File: config.mk
export PLATFORM = sky130hd
export DESIGN_NAME = pc_sequencer
export DESIGN_NICKNAME = d
export VERILOG_FILES = /design/src/rtl/pc_sequencer_pkg.sv /design/src/rtl/pc_sequencer_stack.sv /design/src/rtl/pc_sequencer.sv
export SDC_FILE = /design/constraint.sdc
export NUM_CORES = 1
export LEC_CHECK = 0
export BUFFER_PORTS_ARGS = -buffer_cell sky130_fd_sc_hd__buf_4
export CORE_MARGIN = 3
export CORE_UTILIZATION = 55
export CTS_CLUSTER_DIAMETER = 60
export CTS_CLUSTER_SIZE = 24
export DETAILED_ROUTE_END_ITERATION = 7
export PLACE_DENSITY_LB_ADDON = 0.25
export REMOVE_ABC_BUFFERS = 1
export SLEW_MARGIN = 20
export SYNTH_ARGS = -nofsm -noshare
export SYNTH_HDL_FRONTEND = slang
export SYNTH_SLANG_ARGS = --single-unit
File: constraint.sdc
create_clock -name clk -period 3.1 [get_ports clk]
set_input_delay 0.62 -clock clk [delete_from_list [all_inputs] [get_ports clk]]
set_output_delay 0.62 -clock clk [all_outputs]
set_load 0.02 [all_outputs]
File: src/rtl/pc_sequencer_pkg.sv
// pc_sequencer_pkg: flow-command codes, Q-phase codes and sizing defaults for the PC sequencer
package pc_sequencer_pkg;
  typedef enum logic [2:0] {
    PC_CMD_SEQ   = 3'd0,
    PC_CMD_GOTO  = 3'd1,
    PC_CMD_CALL  = 3'd2,
    PC_CMD_RETLW = 3'd3,
    PC_CMD_PCLW  = 3'd4,
    PC_CMD_SKIP  = 3'd5
  } pc_cmd_e;
  typedef enum logic [1:0] {Q1 = 2'd0, Q2 = 2'd1, Q3 = 2'd2, Q4 = 2'd3} q_phase_e;
  localparam int PC_WIDTH_DEF = 11;
  localparam logic [10:0] RESET_VECTOR_DEF = 11'h7FF;
endpackage

File: src/rtl/pc_sequencer_stack.sv
// pc_stack: two-level 16C5x return stack; pop copies lvl1 down and leaves lvl1 in place
module pc_stack #(
  parameter int W = 11,
  parameter int DEPTH = 2
) (
  input  logic         clk,
  input  logic         rst_n,
  input  logic         i_push,
  input  logic         i_pop,
  input  logic [W-1:0] i_data,
  output logic [W-1:0] o_top,
  output logic [1:0]   o_depth,
  output logic         o_ovf,
  output logic         o_unf
);
  localparam logic [1:0] MAX = 2'(DEPTH);
  logic [W-1:0] r_lvl0, r_lvl1;
  logic [1:0] r_depth;
  logic r_ovf, r_unf;
  always_ff @(posedge clk) begin
    if (!rst_n) begin
      r_lvl0  <= '0;
      r_lvl1  <= '0;
      r_depth <= '0;
      r_ovf   <= 1'b0;
      r_unf   <= 1'b0;
    end else if (i_push) begin
      r_lvl1  <= r_lvl0;
      r_lvl0  <= i_data;
      r_depth <= r_depth == MAX ? MAX : r_depth + 2'd1;
      r_ovf   <= r_ovf | (r_depth == MAX);
    end else if (i_pop) begin
      r_lvl0  <= r_lvl1;
      r_depth <= r_depth == 2'd0 ? 2'd0 : r_depth - 2'd1;
      r_unf   <= r_unf | (r_depth == 2'd0);
    end
  end
  assign o_top   = r_lvl0;
  assign o_depth = r_depth;
  assign o_ovf   = r_ovf;
  assign o_unf   = r_unf;
endmodule

File: src/rtl/pc_sequencer.sv
// pc_sequencer: PIC16C5x program counter, call stack and prefetch-flush control, updated once per Q4
module pc_sequencer
  import pc_sequencer_pkg::*;
#(
  parameter int PC_WIDTH = PC_WIDTH_DEF,
  parameter int STACK_DEPTH = 2,
  parameter logic [PC_WIDTH-1:0] RESET_VECTOR = RESET_VECTOR_DEF[PC_WIDTH-1:0]
) (
  input  logic                clk,
  input  logic                rst_n,
  input  logic [1:0]          q_phase,
  input  logic                ex_valid,
  input  logic [2:0]          ex_cmd,
  input  logic [8:0]          lit,
  input  logic [1:0]          pa,
  input  logic [7:0]          pcl_wdata,
  input  logic                halt,
  output logic [PC_WIDTH-1:0] pc,
  output logic                flush,
  output logic [1:0]          stk_depth,
  output logic                stk_ovf,
  output logic                stk_unf
);
  logic w_edge, w_push, w_pop, w_flush_nxt, r_flush;
  logic [2:0] w_cmd;
  logic [10:0] w_goto_full, w_call_full, w_pclw_full;
  logic [PC_WIDTH-1:0] r_pc, w_inc, w_top, w_pc_nxt;
  assign w_edge = q_phase == Q4;
  assign w_cmd  = ex_valid ? ex_cmd : PC_CMD_SEQ;
  assign w_inc  = r_pc + PC_WIDTH'(1);
  // Page bits sit above the 9-bit literal; slicing to PC_WIDTH drops them on narrower cores
  assign w_goto_full = {pa, lit};
  assign w_call_full = {pa, 1'b0, lit[7:0]};
  assign w_pclw_full = {pa, 1'b0, pcl_wdata};
  assign w_push = w_edge && w_cmd == PC_CMD_CALL;
  assign w_pop  = w_edge && w_cmd == PC_CMD_RETLW;
  assign w_flush_nxt = w_cmd != PC_CMD_SEQ && w_cmd <= PC_CMD_SKIP;
  assign w_pc_nxt = w_cmd == PC_CMD_GOTO  ? w_goto_full[PC_WIDTH-1:0] :
                    w_cmd == PC_CMD_CALL  ? w_call_full[PC_WIDTH-1:0] :
                    w_cmd == PC_CMD_RETLW ? w_top :
                    w_cmd == PC_CMD_PCLW  ? w_pclw_full[PC_WIDTH-1:0] :
                    w_cmd == PC_CMD_SKIP  ? w_inc :
                    halt                  ? r_pc : w_inc;
  always_ff @(posedge clk) begin
    if (!rst_n) begin
      r_pc    <= RESET_VECTOR;
      r_flush <= 1'b1;
    end else if (w_edge) begin
      r_pc    <= w_pc_nxt;
      r_flush <= w_flush_nxt;
    end
  end
  pc_stack #(.W(PC_WIDTH), .DEPTH(STACK_DEPTH)) u_stack (
    .clk     (clk),
    .rst_n   (rst_n),
    .i_push  (w_push),
    .i_pop   (w_pop),
    .i_data  (w_inc),
    .o_top   (w_top),
    .o_depth (stk_depth),
    .o_ovf   (stk_ovf),
    .o_unf   (stk_unf)
  );
  assign pc    = r_pc;
  assign flush = r_flush;
endmodule

==> reports/qor.yml <==
status: "finished clean"
worst_pin_slew_ps: 544.0
clk-insertion-delay-late_ps: 300
nFillCells: 324
drc: 0
grt.overflow.total: 0
placed_cell_area_sq_mm: 0.002486
via_count: 2232
multiInputGateArea_sq_mm: 0.001294
pin_count: 44
maxSlewViolCount: 0
tns_ps: 0
powerDensity_mw_per_mm2: 445.8
cp.required_ps: 3330
area_growth_syn_to_layout_pct: 19.32
initial_utilization_pct: 58.22
synthArstFlopShare_pct: 0
rsz0062_at_grt: "no"
avgSynthCellArea_sq_um: 7.924
pre_cts_slack_ps: 784.0
numCtsBuffers: 5
syn_inst: 273
drive_gt1_share_pct: 19.42
vias_per_cell: 6.252
cts.reportedPaths.clkPinSlew_ps: 80
cts-root-buf: "clkbuf_8"
finalSetupViolCount: 0
syn_area_sq_mm: 0.002163
grt_pass1_wl_um: 9377
path_max_fanout: 37
yosysSeqAreaShare_pct: 35.16
layout.nets: 340
p_leak_nw: 0.9952
place.gp.congestion: 0.9183
seq_area_sq_um: 760.7
hold_class: "reg2reg"
start_kind: "input pin"
max_slew_margin_pct: 63.60
row_count: 22
endpoint_kind: "flop"
hold_viol: 0
antenna_left: 0
postCtsSetupBuffers: 0
timing.fmax_mhz: 502.2
routedWlPerCell_um: 16.63
port_buffers: 43
place_inst: 349
postCtsHoldBufs: 0
irDropWorstVdd_uv: 478.1
dieArea_sq_mm: 0.004722
routed_wl_um: 5936
num_antenna_cells: 0
grt_max_degree: 38
crit_type: "in2reg"
cts_tree: "yes"
cts-resized-gates: 0
dp_hpwl_um: 4070
drv_cap: 0
period_needed_ps: 1991
skew_ps: 1.954
synth-seq-cells: 38
final_cells: 357
yosys_warnings: 0
clock-sinks: 38
dieWidth_um: 68.72
synth-edff-count: 0
first_global_vias: 2079
h-tree-depth: 2
cp.arrival_ps: 2230
dr.pass1.iters: 5
core-area_sq_mm: 0.003716
fin_area_sq_mm: 0.002581
finalWorstSetupSlack_ps: 1109
cts_buffer_depth: 2
synth.distinct_cells: 50
die_h_um: 68.72
antenna_found_initial: 0
grt_usage_pct: 26.80
drt_iter0_markers: 191
ys.flop_type: "dfxtp_1"
post-route-period-util_pct: 64.24
-- report_power, final --
part,internal (mW),leakage [nW],switching (mW)
clock,0.179,0.0472,0.186
sequential,0.502,0.308,0.0218
combinational,0.113,0.640,0.149
-- layout by cell type, fill, tap and decap left out, drive strengths merged, types with 6 or more instances in the layout --
cell    instances
nand3          12
a211oi          8
o211ai          7
o21ai          26
nor3            6
mux2i          14
nor2           29
a21oi          14
dfxtp          38
clkbuf          6
nand2          35
buf            47
-- registers in the layout, summed over array words and instances, names as in the netlist --
| name | cells |
|---|---|
| pc | 11 |
| u_stack.r_lvl1 | 11 |
| u_stack.o_top | 11 |
| u_stack.o_ovf | 1 |
| u_stack.o_unf | 1 |
| flush | 1 |
| u_stack.o_depth | 2 |
-- layout make-up --
| type | count | area share, % |
|---|---|---|
| timing repair buffer | 47 | 13.67 |
| sequential | 38 | 29.47 |
| inverter | 5 | 0.7271 |
| clock buffer | 6 | 3.199 |
| multi-input combinational | 211 | 50.12 |
| clock inverter | 2 | 0.4847 |
| tap | 48 | 2.327 |
-- worst paths after layout --
path | from | endpoint | slack, ps | cells after the start
max | ex_cmd[0] | pc[0]$_SDFFE_PN1P_ | 1110 | 6
max reg2reg | pc[0]$_SDFFE_PN1P_ | pc[10]$_SDFFE_PN1P_ | 1230 | 6
min reg2reg | u_stack.o_unf$_SDFFE_PN0P_ | u_stack.o_unf$_SDFFE_PN0P_ | 480 | 2
min | u_stack.o_unf$_SDFFE_PN0P_ | u_stack.o_unf$_SDFFE_PN0P_ | 480 | 2
-- cell usage after synthesis (all sizes together), types with 2 or more instances --
library cell | number | area [sq um]
dfxtp | 38 | 760.7
nand2 | 35 | 131.4
nor2 | 29 | 116.4
o21ai | 26 | 130.1
a21oi | 14 | 70.07
mux2i | 14 | 140.1
nand3 | 12 | 60.06
clkbuf | 11 | 41.29
a211oi | 8 | 60.06
buf | 8 | 48.80
o211ai | 7 | 52.55
nor3 | 6 | 30.03
inv | 5 | 18.76
nand4 | 5 | 31.28
a31oi | 4 | 25.02
ha | 4 | 50.05
xnor2 | 4 | 35.03
xor2 | 4 | 35.03
a31o | 3 | 26.28
nand2b | 3 | 18.77
o31ai | 3 | 22.52
or3 | 3 | 18.77
a221oi | 2 | 23.77
a311oi | 2 | 17.52
nor2b | 2 | 12.51
nor3b | 2 | 15.01
o22ai | 2 | 12.51
o311a | 2 | 20.02
-- through the flow --
stage | utilization [%] | total power [mW] | hold slack [ps]
final | 69.46 | 1.151 | 483.4
after global routing | 69.46 | 1.200 | 511.5
after CTS | 69.46 | 1.151 | 481.5
after detailed placement | 66.90 | 0.7921 | 463.1
after global placement | 66.90 | 0.7887 | 451.8
after floorplan | - | 0.6851 | 444.8
-- cell families after synthesis --
| kind of cell | after synthesis | share of synthesized area [%] |
|---|---|---|
| AOI/OAI and AO/OA | 83 | 25.51 |
| xor gates and xnor gates | 8 | 3.239 |
| adders and majority gates | 4 | 2.314 |
| buffers and inverters | 24 | 5.032 |
| DFF | 38 | 35.16 |
| muxes | 14 | 6.478 |
| and+or+nand+nor | 102 | 22.27 |
-- routing by layer --
metal | part of all wire, % | wire length, um | up-vias | track usage, %
met1 | 43 | 2579 | 1057 | 32.57
met3 | 6.2 | 368 | 13 | 5.835
met2 | 48 | 2861 | 88 | 45.65
met5 | 0 | 0 | - | 0
met4 | 2.1 | 127 | 0 | 10.95
li1 | - | - | 1074 | -
-- worst max-delay path, stage by stage --
cell and delay, ps:
buf_4 350, nand2_1 220, nor2_1 470, a211oi_1 90, o311a_1 350, o21ai_1 120
Power figures use the tool's default switching activity.
